==> config.mk <==
export PLATFORM = sky130hd
export DESIGN_NAME = led_anim_seq
export DESIGN_NICKNAME = d
export VERILOG_FILES = /design/src/rtl/led_anim_seq.sv
export SDC_FILE = /design/constraint.sdc
export NUM_CORES = 1
export LEC_CHECK = 0
export ABC_AREA = 1
export BUFFER_PORTS_ARGS = -buffer_cell sky130_fd_sc_hd__buf_2
export CAP_MARGIN = 20
export CELL_PAD_IN_SITES_DETAIL_PLACEMENT = 1
export CELL_PAD_IN_SITES_GLOBAL_PLACEMENT = 1
export CORE_MARGIN = 1
export CORE_UTILIZATION = 40
export DETAILED_ROUTE_END_ITERATION = 6
export GPL_ROUTABILITY_DRIVEN = 0
export PLACE_DENSITY_LB_ADDON = 0.1
export RECOVER_POWER = 100
export SLEW_MARGIN = 20
export SYNTH_ARGS = -nofsm -noshare
export SYNTH_HDL_FRONTEND = slang
export SYNTH_SLANG_ARGS = --single-unit
==> constraint.sdc <==
create_clock -name clk -period 1.9 [get_ports clk]
set_clock_uncertainty 0.05 [all_clocks]
set_input_delay 0.095 -clock clk [delete_from_list [all_inputs] [get_ports clk]]
set_output_delay 0.095 -clock clk [all_outputs]
set_load 0.03 [all_outputs]
==> src/rtl/led_anim_seq.sv <==
// Frame sequencer for 7-segment LED animations: a prescaler paces a 5-bit frame index.
// Define LED_ANIM_PINGPONG_EN to play each pass up 0..31 and then back down to 0.
module led_anim_seq #(
  parameter int unsigned TICK_DIV = 25000000
) (
  input  logic       clk,
  input  logic       rst,
  input  logic       start,
  input  logic       stop,
  input  logic       pause,
  input  logic       loop_en,
  input  logic [1:0] speed,
  output logic [4:0] frame,
  output logic       frame_tick,
  output logic       busy,
  output logic       done
);

  localparam int unsigned CntW = 26;

  typedef enum logic {StIdle, StRun} state_e;

  state_e            r_state;
  logic [CntW-1:0]   r_presc;
  logic [4:0]        r_frame;
  logic              r_tick;
  logic              r_done;
`ifdef LED_ANIM_PINGPONG_EN
  logic              r_dir_down;
`endif

  logic [CntW-1:0]   w_period;
  logic [CntW-1:0]   w_limit;
  logic              w_step;

  // Fast speeds on tiny dividers can shift the period to zero; step every cycle then.
  always_comb begin
    w_period = CntW'(TICK_DIV >> speed);
    if (w_period == '0) w_period = CntW'(1);
    w_limit = w_period - CntW'(1);
    // >= so a speed change that lands below the current count steps right away
    w_step  = (r_presc >= w_limit);
  end

  always_ff @(posedge clk) begin
    r_tick <= 1'b0;
    r_done <= 1'b0;
    if (rst) begin
      r_state <= StIdle;
      r_presc <= '0;
      r_frame <= '0;
`ifdef LED_ANIM_PINGPONG_EN
      r_dir_down <= 1'b0;
`endif
    end else begin
      case (r_state)
        StIdle: begin
          if (start && !stop) begin
            r_state <= StRun;
            r_presc <= '0;
            r_frame <= '0;
`ifdef LED_ANIM_PINGPONG_EN
            r_dir_down <= 1'b0;
`endif
          end
        end
        StRun: begin
          if (stop) begin
            r_state <= StIdle;
            r_presc <= '0;
          end else if (start) begin
            r_presc <= '0;
            r_frame <= '0;
`ifdef LED_ANIM_PINGPONG_EN
            r_dir_down <= 1'b0;
`endif
          end else if (!pause) begin
            if (!w_step) begin
              r_presc <= r_presc + CntW'(1);
            end else begin
              r_presc <= '0;
`ifdef LED_ANIM_PINGPONG_EN
              r_tick <= 1'b1;
              if (!r_dir_down) begin
                if (r_frame == 5'd31) begin
                  r_dir_down <= 1'b1;
                  r_frame    <= 5'd30;
                end else begin
                  r_frame <= r_frame + 5'd1;
                end
              end else begin
                r_frame <= r_frame - 5'd1;
                if (r_frame == 5'd1) begin
                  r_dir_down <= 1'b0;
                  if (!loop_en) begin
                    r_state <= StIdle;
                    r_done  <= 1'b1;
                  end
                end
              end
`else
              if (r_frame == 5'd31) begin
                if (loop_en) begin
                  r_frame <= '0;
                  r_tick  <= 1'b1;
                end else begin
                  r_state <= StIdle;
                  r_done  <= 1'b1;
                end
              end else begin
                r_frame <= r_frame + 5'd1;
                r_tick  <= 1'b1;
              end
`endif
            end
          end
        end
        default: r_state <= StIdle;
      endcase
    end
  end

  assign frame      = r_frame;
  assign frame_tick = r_tick;
  assign done       = r_done;
  assign busy       = (r_state == StRun);

endmodule

==> flow_summary_export.csv <==
group,metric,value,unit
status,status,"finished with violations",
status,violations,"negative setup slack",
pwr,powerDensity,420,nW/um^2
sta,grt_setup_unrepaired,"true",
routing,drt-total-wl,8690,um
synthesis,yosysWarnings,0,
sta,period_share,1.01,
clocking,cts_tree,"done",
synthesis,synth_edf_count,0,
synthesis,synth_area,2670,sq um
global_routing,grt_pass1_vias,2795,
sta,finalCriticalPeriod,1.91,ns
critical_path,setup.worst_path.start,"r_presc[5]$_SDFFE_PP0P_",
pwr,max-vdd-ir-drop,244,uV
critical_path,r2r-start,"r_presc[5]$_SDFFE_PP0P_",
routing,avgRoutedWirePerCell,16.0,um
clocking,path_clk_slew,0.08,ns
place,place_hpwl,6370,um
synthesis,yosysSeqAreaShare,0.255,
floorplanning,rows,29,
cells_and_area,nets,493,
cells_and_area,regArea,704,sq um
critical_path,cp.arrival,2.10,ns
global_routing,grt_antenna_before_repair,0,
clocking,clock_sinks,34,
critical_path,required,2.09,ns
synthesis,synth_ff_type,"dfxtp_1",
critical_path,cp_max_fo,7,
critical_path,slowest_delay,0.37,ns
sta,final_hold_viol_count,0,
critical_path,path_buf_inv,1,
synthesis,yosysTopAreaCell,"dfxtp_1",
sta,fin_hold_ws,0.0461,ns
routing,drt_iter0_drc,84,
clocking,htree_num_levels,2,
clocking,numCtsBuffers,5,
critical_path,critPathKind,"register to register",
routing,dr_total_vias,2796,
cells_and_area,multi_input_area,1950,sq um
routing,dr.pass1.iters,4,
synthesis,synth_cells,406,
global_routing,grt_max_degree,25,
place,numPortBuffers,15,
worst_hold_path,hold_class,"input port to register",
floorplanning,core-area,6390,sq um
floorplanning,ioPinCount,16,
clocking,hold_buffers,0,
synthesis,synth_cell_type_count,31,
synthesis,async_flop_share,0,
sta,clock.fmax,523,MHz
worst_hold_path,hp-start,"loop_en",
synthesis,synth_top_area_frac,0.255,
critical_path,start_kind,"register",
critical_path,cpMaxStageDelayCell,"dfxtp_4",
routing,drc,0,
cells_and_area,fin_util,0.552,
sta,worst_slack,-0.0116,ns
pwr,p_leak,1.61,nW
synthesis,synth_area_leaders,"dfxtp_1 26%, nand2_1 15%, ha_1 9.8%, inv_1 7.6%, a21oi_1 5.4%",
floorplanning,die_area,7000,sq um
flow_run,maxCapViolCount,0,
critical_path,crit_top_cell,"nand3_2",
sta,slew_viol_final,0,
global_routing,grt.total_usage,0.236,
synthesis,syn_area_per_cell,6.57,sq um
sta,setup_viol,3,
global_routing,grt-ovfl-total,0,
routing,viasPerCell,5.16,
cells_and_area,drive_gt1_frac,0.301,
global_routing,grt_pass1_wl,13100,um
floorplanning,die_h,83.7,um
critical_path,critPathTopFamily,"simple AND/OR/NAND/NOR gates",
cells_and_area,fillCellCount,854,
critical_path,end_kind,"register",
critical_path,worstPathCellList,"ha_4 -> nand2_1 -> nand3_2 -> o21ai_2 -> nand3_2 -> nand2_2 -> nand3_4 -> nor2_8 -> clkbuf_16 -> nand2_4 -> a21oi_2",
cells_and_area,antenna_cells,0,
synthesis,synth_seq_cells,34,
floorplanning,die-width,83.7,um
pwr,finalPower,1.48,mW
floorplanning,start_util,0.418,
routing,ant_nets,0,
clocking,ctsRootBufferMaster,"clkbuf_8",
cells_and_area,area_growth,32.1,%
clocking,clockBufferDepth,2,
clocking,clock_latency,0.30,ns
## routing by layer
| metal | vias up | GRT usage | share of wire |
|---|---|---|---|
| li1 | 1410 | - | - |
| met1 | 1333 | 0.309 | 0.45 |
| met2 | 35 | 0.409 | 0.49 |
| met3 | 18 | 0.0237 | 0.031 |
| met4 | 0 | 0.0693 | 0.021 |
| met5 | - | 0 | 0 |
## path summary, 6_finish.rpt
path                                   end  slack [ns]  cells past startpoint
setup / recovery  r_presc[16]$_SDFFE_PP0P_       -0.01                     11
hold / removal             done$_SDFF_PP0_        0.05                      4
setup reg to reg  r_presc[16]$_SDFFE_PP0P_       -0.01                     11
hold reg to reg      frame[4]$_SDFFE_PP0P_        0.48                      2
## registers in the layout, indices dropped and copies added, names as in the netlist
| signal | count |
|---|---|
| done | 1 |
| frame_tick | 1 |
| r_presc | 26 |
| busy | 1 |
| frame | 5 |
## cells by family after synthesis
group / synth area share
flip-flops: 0.255
AND/OR/NAND/NOR: 0.361
AO/OA/AOI/OAI: 0.105
XOR/XNOR: 0.0722
other: 0.00281
buffers and inverters: 0.105
adder cells (fa/ha/maj): 0.0985
## cell usage in the layout (no fill, tap or decap), types with 3 or more instances in the layout
| cell | count |
|---|---|
| a21oi_1 | 24 |
| a21oi_2 | 15 |
| buf_2 | 7 |
| buf_4 | 40 |
| clkbuf_1 | 8 |
| clkbuf_8 | 6 |
| conb_1 | 3 |
| dfxtp_1 | 25 |
| dfxtp_2 | 4 |
| dfxtp_4 | 5 |
| ha_1 | 13 |
| ha_4 | 8 |
| inv_1 | 53 |
| inv_2 | 3 |
| nand2_1 | 96 |
| nand2_2 | 18 |
| nand3_1 | 17 |
| nand3_2 | 8 |
| nand4_1 | 10 |
| nor2_1 | 32 |
| nor2_2 | 6 |
| nor3_1 | 12 |
| nor3_2 | 5 |
| xnor2_1 | 6 |
| xor2_1 | 16 |
## report_power, final
part | internal (mW) | total [mW] | switching [mW] | leakage (nW)
clock | 0.291 | 0.582 | 0.290 | 0.0472
combinational | 0.0644 | 0.182 | 0.117 | 1.28
sequential | 0.712 | 0.718 | 0.00667 | 0.281
## stage by stage
stage                     std cells  cell area (sq um)  setup WS, ns  setup TNS, ns
after CTS                       539               3240       0.00233              0
after detailed placement        531               3120        -0.129          -2.54
after global routing            542               3530       -0.0946          -1.72
after global placement          531               3120       -0.0463         -0.556
after floorplan                 407               2670        0.0154              0
final                           542               3530       -0.0116        -0.0261
## cell usage after synthesis (all sizes together), types with 6 or more instances
cell	instances
o21ai	6
xnor2	6
dfxtp	34
clkbuf	6
ha	21
nand4	10
a21oi	39
nor2	39
nor3	17
nand3	26
xor2	16
nand2	117
inv	56
## layout make-up
class | count | share of cell area
timing repair buffer | 60 | 0.132
tap | 77 | 0.0273
clock inverter | 2 | 0.00355
sequential | 34 | 0.200
inverter | 58 | 0.0617
clock buffer | 6 | 0.0234
multi-input combinational | 305 | 0.552
## worst register-to-register path, delay by kind of cell (launching register included)
| kind | cells | cell delay (ns) |
|---|---|---|
| AOI/OAI and AO/OA | 2 | 0.28 |
| adders and majority gates | 1 | 0.23 |
| DFF | 1 | 0.37 |
| buffers and inverters | 1 | 0.20 |
| and+or+nand+nor | 7 | 0.73 |
## what timing repair did
item,in CTS,in global routing
cloned,0,2
setup buffers,0,1
pin swaps,1,20
resized for setup,4,57
setup endpoints to repair,28,34
Note: power is estimated with default switching activity, not from simulation.
